===== config.mk =====
export PLATFORM = sky130hd
export DESIGN_NAME = power_bus
export DESIGN_NICKNAME = d
export VERILOG_FILES = /design/src/rtl/power_bus_pkg.sv /design/src/rtl/power_bus_dff.sv /design/src/rtl/power_bus_load_arbiter.sv /design/src/rtl/power_bus.sv
export SDC_FILE = /design/constraint.sdc
export NUM_CORES = 1
export LEC_CHECK = 0
export CAP_MARGIN = 20
export CORE_ASPECT_RATIO = 2
export CORE_MARGIN = 8
export CORE_UTILIZATION = 53
export CTS_CLUSTER_SIZE = 40
export DETAILED_ROUTE_END_ITERATION = 16
export PLACE_DENSITY_LB_ADDON = 0.05
export SLEW_MARGIN = 10
export SYNTH_ARGS = -nofsm -noshare
export SYNTH_HDL_FRONTEND = slang
export SYNTH_SLANG_ARGS = --single-unit

===== constraint.sdc =====
create_clock -name clk -period 21 [get_ports clk]
set_clock_uncertainty 0.1 [all_clocks]
set_input_delay 2.1 -clock clk [delete_from_list [all_inputs] [get_ports clk]]
set_output_delay 2.1 -clock clk [all_outputs]
set_load 0.01 [all_outputs]

===== src/rtl/power_bus_pkg.sv =====
// rtl/power_bus_pkg.sv - shared state codes and helpers for the power bus manager
package power_bus_pkg;

  // Width of the power bus FSM state register
  localparam int PB_SW = 3;

  localparam logic [PB_SW-1:0] PB_OFF       = 3'd0;
  localparam logic [PB_SW-1:0] PB_CHARGE    = 3'd1;
  localparam logic [PB_SW-1:0] PB_DISCHARGE = 3'd2;
  localparam logic [PB_SW-1:0] PB_SHED      = 3'd3;
  localparam logic [PB_SW-1:0] PB_DEPLETED  = 3'd4;

  // Low-charge alert is raised whenever loads are being shed or the battery is empty
  function automatic logic pb_is_low(input logic [PB_SW-1:0] s);
    return (s == PB_SHED) || (s == PB_DEPLETED);
  endfunction

endpackage


===== src/rtl/power_bus_dff.sv =====
// rtl/power_bus_dff.sv - common resettable D flip-flop
module power_bus_dff #(
  parameter int             W       = 1,
  parameter logic [W-1:0]   RST_VAL = '0
) (
  input  logic         clk,
  input  logic         rst,
  input  logic [W-1:0] d,
  output logic [W-1:0] q
);

  // Plain register with synchronous reset to RST_VAL
  always_ff @(posedge clk) begin
    if (rst) q <= RST_VAL;
    else     q <= d;
  end

endmodule


===== src/rtl/power_bus_load_arbiter.sv =====
// rtl/power_bus_load_arbiter.sv - grant mask from next state and draw of currently running loads
module load_arbiter
  import power_bus_pkg::*;
#(
  parameter int NLOAD = 3,
  parameter int DW    = 8,
  parameter int KEEP  = 1,
  parameter int SW    = DW + $clog2(NLOAD) + 1
) (
  input  logic [PB_SW-1:0]    state_nx,
  input  logic [NLOAD-1:0]    load_req,
  input  logic [NLOAD-1:0]    load_grant,
  input  logic [NLOAD*DW-1:0] draw,
  output logic [NLOAD-1:0]    grant_nx,
  output logic [SW-1:0]       used
);

  logic [NLOAD-1:0] keep_mask;

  // Only the highest-priority loads (index below KEEP) survive shedding
  always_comb begin
    keep_mask = '0;
    for (int i = 0; i < NLOAD; i++) keep_mask[i] = (i < KEEP);
  end

  // Grants follow the state the bus is about to enter
  always_comb begin
    grant_nx = '0;
    case (state_nx)
      PB_CHARGE, PB_DISCHARGE: grant_nx = load_req;
      PB_SHED:                 grant_nx = load_req & keep_mask;
      default:                 grant_nx = '0;
    endcase
  end

  // A load only consumes power while it both holds a grant and still requests
  always_comb begin
    used = '0;
    for (int i = 0; i < NLOAD; i++) begin
      if (load_grant[i] && load_req[i]) used = used + SW'(draw[i*DW +: DW]);
    end
  end

endmodule


===== src/rtl/power_bus.sv =====
// rtl/power_bus.sv - battery integration, load granting and low-charge shedding
module power_bus
  import power_bus_pkg::*;
#(
  parameter int NLOAD       = 3,
  parameter int GW          = 8,
  parameter int DW          = 8,
  parameter int CW          = 12,
  parameter int CAP         = 4000,
  parameter int INIT_CHARGE = 2000,
  parameter int LOW_TH      = 1000,
  parameter int RECOVER_TH  = 1500,
  parameter int KEEP        = 1
) (
  input  logic                clk,
  input  logic                rst,
  input  logic                in,
  input  logic [GW-1:0]       gen,
  input  logic [NLOAD-1:0]    load_req,
  input  logic [NLOAD*DW-1:0] draw,
  output logic [NLOAD-1:0]    load_grant,
  output logic [CW-1:0]       charge,
  output logic [PB_SW-1:0]    state,
  output logic                alert_low,
  output logic [15:0]         shed_cnt
);

  localparam int SW = DW + $clog2(NLOAD) + 1;
  localparam int IW = CW + 2;

  localparam logic signed [IW-1:0] CAP_S   = IW'(CAP);
  localparam logic [CW-1:0]        LOW_C   = CW'(LOW_TH);
  localparam logic [CW-1:0]        REC_C   = CW'(RECOVER_TH);
  localparam logic [CW-1:0]        INIT_C  = CW'(INIT_CHARGE);

  logic [SW-1:0]          used;
  logic signed [IW-1:0]   sum_s;
  logic [CW-1:0]          charge_nx;
  logic                   net_pos;
  logic                   integrate;
  logic [PB_SW-1:0]       state_nx;
  logic [NLOAD-1:0]       grant_nx;

  load_arbiter #(
    .NLOAD (NLOAD),
    .DW    (DW),
    .KEEP  (KEEP),
    .SW    (SW)
  ) u_arb (
    .state_nx   (state_nx),
    .load_req   (load_req),
    .load_grant (load_grant),
    .draw       (draw),
    .grant_nx   (grant_nx),
    .used       (used)
  );

  // Candidate charge after this tick's generation and consumption, clamped to [0, CAP]
  always_comb begin
    sum_s   = $signed({2'b00, charge}) + $signed(IW'(gen)) - $signed(IW'(used));
    net_pos = (IW'(gen) >= IW'(used));
    if (sum_s[IW-1])        charge_nx = '0;
    else if (sum_s > CAP_S) charge_nx = CAP_S[CW-1:0];
    else                    charge_nx = sum_s[CW-1:0];
  end

  // FSM: charge thresholds with hysteresis; losing the enable overrides every other exit
  always_comb begin
    state_nx  = PB_OFF;
    integrate = 1'b0;
    case (state)
      PB_OFF: state_nx = PB_CHARGE;
      PB_CHARGE, PB_DISCHARGE: begin
        integrate = 1'b1;
        if (charge_nx == '0)      state_nx = PB_DEPLETED;
        else if (charge_nx < LOW_C) state_nx = PB_SHED;
        else                      state_nx = net_pos ? PB_CHARGE : PB_DISCHARGE;
      end
      PB_SHED: begin
        integrate = 1'b1;
        if (charge_nx == '0)        state_nx = PB_DEPLETED;
        else if (charge_nx >= REC_C) state_nx = net_pos ? PB_CHARGE : PB_DISCHARGE;
        else                        state_nx = PB_SHED;
      end
      PB_DEPLETED: begin
        integrate = 1'b1;
        state_nx  = (charge_nx >= LOW_C) ? PB_SHED : PB_DEPLETED;
      end
      default: state_nx = PB_OFF;
    endcase
    if (!in) state_nx = PB_OFF;
  end

  power_bus_dff #(
    .W       (PB_SW),
    .RST_VAL (PB_OFF)
  ) u_state (
    .clk (clk),
    .rst (rst),
    .d   (state_nx),
    .q   (state)
  );

  // Charge, grants, alert and shed counter all register from the next-state decision
  always_ff @(posedge clk) begin
    if (rst) begin
      charge     <= INIT_C;
      load_grant <= '0;
      alert_low  <= 1'b0;
      shed_cnt   <= '0;
    end else begin
      if (integrate) charge <= charge_nx;
      load_grant <= grant_nx;
      alert_low  <= pb_is_low(state_nx);
      if (|(load_req & ~grant_nx) && (state_nx != PB_OFF) && (shed_cnt != 16'hFFFF))
        shed_cnt <= shed_cnt + 16'd1;
    end
  end

endmodule


==> results.md, run 1 <==
- The flow ran to the end, and the final reports show no timing, DRC or antenna violations.
- At the end of the flow the core is filled with cells to 0.6714.
- The count of buffers added on input and output ports is 72.
- The number of nets still failing antenna checks after routing is 0.
- The number of pins with negative max-slew slack in the final report is 0.
- Pin placement for this block handled 73 I/O pins.
- The total DRC errors in the routed layout is 0.
- In this run the number of H-tree levels came out at 2.
- The initial antenna violation count is 0.
- Clock-pin slew was measured on the worst setup and hold paths at 60 ps.
- The depth of the worst register-to-register path is 33.
- After floorplanning, the core was divided into 44 placement rows.
- STA classifies the critical path startpoint as a primary input.
- The number of max-cap violations is 0.
- For this run, the register share of the synthesized area comes to 0.1789.
- Routability-driven placement finished with a final weighted congestion of 0.9172.
- The hold-fix buffer count after cts is 0.
- After detailed routing, the average wire length per cell comes to 17.51 microns.
- In the finished design, the share of the clock period the worst path needs comes to 0.4713.
- The final hold violation count came to 0.
- TritonCTS built the clock tree.
- The worst hold path begins at shed_cnt[10].
- The leading cell type in the layout, fill and taps excluded is clkdlybuf4s50_1.
- In this run the power density over the cells is 135.2 nW/um^2.
- The number of warnings printed during yosys synthesis is 0.
- For this run, asynchronously set or reset flops after synthesis account for 0.
- The instance count along the most critical hold path is 2.
- Buffers inserted during clock tree synthesis total 5.
- The number of global-route vias before repair is 3,991.
- The number of nets in the synthesized netlist is 590.
- The most used flip-flop cell after synthesis is dfxtp_1.
- The total congestion overflow after global routing is 0.
- The worst setup path is captured at a flip-flop.
- The clock root buffer is clkbuf_16.
- The time the worst path needs with I/O delays and setup is 9896 ps.
- The setup fix buffers added after clock tree synthesis is 0.
- Summing internal, switching and leakage power gives 0.0006548 W.
- The pin count of the biggest net entering global routing is 30.
- The maximum achievable frequency is 101.0 MHz.
- The repair_antennas step left the layout with diodes totalling 0.
- The number of different library cells used by synthesis comes to 73.
- The average instance in the mapped netlist occupies 7.819 sq um.
- In the layout the commonest cells are clkdlybuf4s50_1 (72), a21oi_1 (48), ha_1 (41).
- Detailed placement ended at an HPWL of 9.348 mm.
- In this run, synthesis inferred 0 flip-flops with an integrated enable.
- Summed over all cells, the static leakage comes to 1.979 nW.
- The longest clock path from root to sink contains 2 buffers.
- Headroom to the max-slew limit came out at 0.2794.
- The global-route wire length before repair is 18.48 mm.
- Setup violations remaining at the end of the flow were counted as 0.
- The layout has 646 filler cells.
- After synthesis the netlist holds a flip-flop and latch count of 35.
- The endpoint identified for the worst register-to-register timing path is shed_cnt[1].
- The floorplan die area is 10,570 sq um.
- The required time of the worst setup path is 21,070 ps.
- The maximum fanout along the worst path is 28.
- The path class of the lowest-slack min-delay path is reg -> reg.
- The capture endpoint of the worst hold path is shed_cnt[10].
- The vias per cell is 6.015.
- In this run the cell area of the synthesized design comes to 3918 sq um.
- The slew of the pin with the lowest slew margin is 1081 ps.
- In this design, the stage delay of the slowest critical-path cell is 870 ps.
- The all-layer global routing usage is 0.2153.
- The number of clock sinks is 35.
- For this run, the post-layout net count is 655.
- The floorplan step set the die height to 137.6 microns.
- The cell with the most instances on the worst path is o21ai_0.
- The cell with the biggest individual delay on the critical path is a21oi_2.
- The worst-case IR drop observed on VDD is 0.08501 mV.
- The number of instances in the placed design is 651.
- The detailed router finished its first iteration with 125 violations.
- The quantity of gates resized following cts is 0.
- The startpoint of the most critical register-to-register path is load_grant[0].
- Synthesis produced a netlist whose cell count is 501.
- Of the cells placed in the final design, the portion with a size suffix greater than 1 is 0.06173.
- The non-filler instance count after layout is 659.
- Data on the critical path arrives at its endpoint at 9970 ps.
- In the final timing run, aggregate negative setup slack is 0 ps.
- The area of the core is 7212 sq um.
- Setup repair after global routing left no endpoint under its margin.
- The area growth from synthesis to layout is 23.60%.
- The latest clock arrival within the worst-skew pair is 290 ps.
- Summed over all layers, the routed wires come to 11.54 mm.
- The type of the worst setup path is in -> reg.
- Before antenna repair, the detailed router went through 4 iterations.
- The number of vias in the routed layout is 3,964.
- For flop-to-flop paths, the worst setup slack is 13,140 ps.
- The die is 76.79 microns wide.
- The initial utilization of the core area, before any placement, comes to 0.5432.
[per-layer routing]
layer / GRT usage / up-vias / share of wire
li1: - / 1982 / -
met1: 0.1965 / 1843 / 0.36
met2: 0.4323 / 112 / 0.56
met3: 0.04052 / 27 / 0.041
met4: 0.1099 / 0 / 0.038
met5: 0 / - / 0
[cells in the mapped netlist, drive strengths merged (4+ instances only)]
master | number | share of area
a211o | 4 | 0.0089
nand3b | 4 | 0.0077
inv | 35 | 0.034
nand2 | 40 | 0.039
buf | 9 | 0.019
o21ai | 35 | 0.045
xor2 | 7 | 0.016
nand3 | 19 | 0.027
fa | 10 | 0.051
and2 | 5 | 0.0080
nand2b | 5 | 0.0080
nor2 | 30 | 0.029
clkbuf | 6 | 0.0057
and3 | 15 | 0.025
a211oi | 7 | 0.015
a21o | 11 | 0.021
ha | 41 | 0.13
o211ai | 6 | 0.014
nand4 | 6 | 0.0096
or4 | 4 | 0.0077
o2111ai | 4 | 0.0089
or2 | 5 | 0.0086
o31ai | 8 | 0.015
o21a | 6 | 0.011
nor3 | 15 | 0.019
nor2b | 9 | 0.014
or3 | 12 | 0.019
a22oi | 4 | 0.0077
a21oi | 52 | 0.070
xnor2 | 11 | 0.027
dfxtp | 35 | 0.18
[power breakdown]
group | total [W] | internal [W] | switching, W
clock | 0.0000871 | 0.0000560 | 0.0000311
combinational | 0.000477 | 0.000193 | 0.000283
sequential | 0.0000910 | 0.0000782 | 0.0000128
total | 0.000655 | 0.000327 | 0.000327
[cell type report]
type	count	area [sq um]	share of cell area
flip-flops and latches	35	700.7	0.1447
multi-input cells	416	2998	0.6191
inverters	35	131.4	0.02713
clock inverters	3	43.79	0.009044
well taps	92	115.1	0.02377
clock buffers	5	125.1	0.02584
repair buffers	73	728.2	0.1504
[stage by stage]
stage | setup WS [ps] | hold WS, ps | area [sq um]
finish | 11100 | 411.6 | 4842
global route | 10330 | 434.0 | 4842
CTS | 11110 | 410.6 | 4842
detailed placement | 10810 | 394.1 | 4673
global placement | 11050 | 385.4 | 4673
floorplan | 12540 | 408.0 | 3918
[cell families (layout without fill, tap and decap cells)]
group | Yosys count | in the layout | share of synthesized area
compound gates | 167 | 167 | 0.2910
xor+xnor | 18 | 18 | 0.04216
fa+ha+maj | 51 | 51 | 0.1820
buf+inv | 50 | 116 | 0.05781
flops | 35 | 35 | 0.1789
mux | 6 | 6 | 0.01629
simple gates | 174 | 174 | 0.2319
[worst max-delay path, delay by kind of cell]
family / cells / cell delay, ps
mux: 1 / 270
compound gates: 12 / 3320
xor+xnor: 1 / 60
buf+inv: 3 / 750
simple gates: 12 / 1650
fa+ha+maj: 5 / 1790
[worst max path at each step]
stage | start | end | slack, ps | depth (start not counted)
final | load_req[0] | shed_cnt[1] | 11100 | 34
after global placement | load_req[0] | shed_cnt[1] | 11050 | 31
after CTS | load_req[0] | shed_cnt[1] | 11110 | 31
after detailed placement | load_req[0] | shed_cnt[1] | 10810 | 31
after floorplan | load_req[0] | shed_cnt[1] | 12540 | 36
after global routing | load_req[0] | shed_cnt[3] | 10330 | 34
[state kept, by name, indices dropped and copies added, names as in the netlist]
signal      cells
shed_cnt       16
u_state.q       3
charge         12
load_grant      3
alert_low       1
Note: power is estimated with default switching activity, not from simulation.
==> run 2, diff against run 1 <==
- clock period: 21 -> 10 ns (I/O delays scaled with it)
==> run 2 against run 1 <==
Net effect:
- global-route usage increased by 0.18 points
- sequential power increased by 110%
- cell area decreased by 0.49%
- first-iteration DRC count increased by 35%
- worst setup slack got worse by 9600 ps
- power increased by 100%
- routed wire length decreased by 1.6%
- clock power increased by 73%
- combinational power increased by 110%
- final cell count increased by 0.15%
- non-clock buffer count increased by 1
- critical path type unchanged
- largest cell class unchanged
- highest routed layer unchanged
==> results.md, run 2 (same netlist as run 1, synthesis figures left out) <==
- The final number of setup-violating endpoints is 0 (unchanged).
- The maximum fanout along the worst path is 28 (unchanged).
- The largest vdd supply drop is 0.1688 mV (+98%).
- Leaving out fill and tap cells, the most frequent cells in the layout are clkdlybuf4s50_1 (72), a21oi_1 (48), ha_1 (41).
- The maximum achievable frequency is 118.3 MHz.
- The final hold violation count is 0 (unchanged).
- The leakage power total was 1.967 nW (-0.59%).
- The count of buffers inserted at the top-level ports is 72 (unchanged).
- The setup fix buffers added after clock tree synthesis is 0 (unchanged).
- The total detailed-routing wirelength came to 11.35 mm (-1.6%).
- The proportion of power drawn by the clock network is 0.112 (-0.021).
- The maximum clock path buffer count is 2 (unchanged).
- The number of buffer and inverter stages on the critical path is 4 (+1).
- The endpoint arrival time on the critical path is 8570 ps (-1400 ps).
- The beginning of the worst hold path is charge[8].
- The register share of total power came to 0.141 (+0.002).
- Clock tree synthesis selected as its root buffer the cell clkbuf_16.
- The switching share of power is 0.5063 (+0.006389).
- The initial antenna violation count came to 0 (unchanged).
- The global-route wire length before repair came to 18.75 mm (+1.5%).
- The flip-flop count of the largest register, all copies and words added is 16 (unchanged).
- The type of the worst setup path is in -> reg.
- The number of pins with negative max-slew slack in the final report was 0 (unchanged).
- The fraction of final layout cells with drive strength greater than 1 was 0.05986 (-0.001869).
- The number of clock sinks is 35 (unchanged).
- The time the worst path needs with I/O delays and setup is 8452 ps.
- The path class of the lowest-slack min-delay path is reg -> reg.
- The antenna diode count came to 0 (unchanged).
- The worst max-slew margin expressed relative to the limit is 0.3748 (+0.09540).
- The area of the core is 7212 sq um (unchanged).
- The cell family contributing the most delay on the critical path is simple AND/OR/NAND/NOR gates.
- The I/O pin count was 73 (unchanged).
- The number of global-route vias before repair is 4,160 (+4.2%).
- The flow ran to the end, and the final reports show no timing, DRC or antenna violations.
- The most critical setup path has its startpoint at load_req[0].
- The worst setup path is captured at a flip-flop.
- The vias per cell is 6.055 (+0.65%).
- The routed wire length per instance is 17.20 microns (-1.8%).
- The chip width is 76.79 microns (unchanged).
- The number of max-cap violations was 0 (unchanged).
- The total DRC errors in the routed layout is 0 (unchanged).
- The count of nets after finishing is 656 (+0.15%).
- The slew of the pin with the lowest slew margin is 937.0 ps (-143.9 ps).
- The total congestion overflow after global routing came to 0 (unchanged).
- The peak per-stage delay on the critical path is 630 ps (-240 ps).
- The number of vias in the routed layout is 3,996 (+0.81%).
- The number of placement rows is 44 (unchanged).
- The pin count of the biggest net entering global routing was 30 (unchanged).
- The portion of total power attributed to combinational logic was 0.747 (+0.019).
- The first-pass iteration count of the detailed router is 4 (unchanged).
- The CTS H-tree depth is 2 (unchanged).
- The initial cell density of the core was 0.5432 (unchanged).
- STA classifies the critical path startpoint as a primary input.
- The hold-fix buffer count after cts came to 0 (unchanged).
- The total net switching power is 0.0006796 W (+110%).
- The quantity of gates resized following cts is 0 (unchanged).
- The count of fill cells added during filler insertion is 665 (+2.9%).
- The final weighted congestion in routability-driven placement is 0.9152 (-0.22%).
- Setup repair after global routing left no endpoint under its margin.
- The library cell used most frequently in the layout, excluding fill and tap cells, is clkdlybuf4s50_1.
- The total CTS buffers was 5 (unchanged).
- The internal power consumption is 0.0006627 W (+100%).
- The iteration-0 DRC count of the detailed router is 169 (+35%).
- The required time of the worst setup path is 10,120 ps (-10,950 ps).
- The startpoint identified for the worst register-to-register timing path is load_grant[0].
- Compared with the post-synthesis result, the final layout area differs by 23.00%.
- The clock-pin slew on the worst setup and hold paths was 50 ps (about the same).
- The floorplan die area is 10,570 sq um (unchanged).
- The power density of the placed cells is 278.6 nW/um^2 (+110%).
- The all-layer global routing usage is 0.2171 (+0.001820).
- The total negative setup slack is 0 ps (unchanged).
- The final cycle utilization of the critical path is 0.8452.
- The cell with the most instances on the worst path is o21ai_0.
- The latest clock arrival within the worst-skew pair is 290 ps (about the same).
- The largest registers in the layout are shed_cnt: 16 flops, charge: 12 flops.
- The HPWL reported at the end of detailed placement is 9.422 mm (+0.80%).
- The slowest stage of the critical path is the clkdlybuf4s50_1 cell.
- The number of nets still failing antenna checks after routing is 0 (unchanged).
- The total design power is 0.001342 W (+100%).
- The height of the die is 137.6 microns (unchanged).
- The register with the most flip-flops in the final layout is shed_cnt.
- TritonCTS built the clock tree.
==> run 2: cell count changes in the layout (fill, tap and decap cells not counted), sizes merged <==
cell and delta:
buf +1, bufinv -1, clkbuf +2, clkinv -1
==> run 2: cell type report <==
class / instances / area (sq um) / share of cell area
Clock buffer: 7 / 132.6 / 0.02753
Clock inverter: 1 / 5.005 / 0.001039
Inverter: 35 / 131.4 / 0.02727
Multi-Input combinational cell: 416 / 2998 / 0.6222
Sequential cell: 35 / 700.7 / 0.1454
Tap cell: 92 / 115.1 / 0.02389
Timing Repair Buffer: 74 / 735.7 / 0.1527
==> run 2: power groups by stage <==
stage	Sequential, W	Clock (W)	Combinational, W
floorplan	0.000200	0	0.000730
global placement	0.000193	0	0.000978
detailed placement	0.000193	0	0.000987
CTS	0.000190	0.000154	0.000995
global route	0.000195	0.000158	0.00110
finish	0.000190	0.000151	0.00100
==> run 2: final timing paths <==
| path | endpoint | slack, ps | depth (start not counted) |
|---|---|---|---|
| worst max-delay path | shed_cnt[13] | 1550 | 35 |
| worst max register to register | shed_cnt[13] | 2460 | 34 |
| worst min register to register | charge[8] | 410 | 1 |
| worst min-delay path | charge[8] | 410 | 1 |
==> run 2: per-layer routing <==
metal | part of all wire | global-route usage
met1 | 0.35 | 0.1897
met2 | 0.56 | 0.4380
met3 | 0.039 | 0.03922
met4 | 0.048 | 0.1325
met5 | 0 | 0
==> run 2: metrics by stage <==
step	instance area, sq um	worst slack (ps)	hold slack (ps)	utilization	instances
after detailed placement	4681	1262	389.5	0.6490	652
after CTS	4818	1535	409.7	0.6681	660
after floorplan	3918	2644	408.0	-	501
final	4818	1548	405.3	0.6681	660
after global routing	4818	910.8	424.1	0.6681	660
after global placement	4681	1437	385.5	0.6490	652
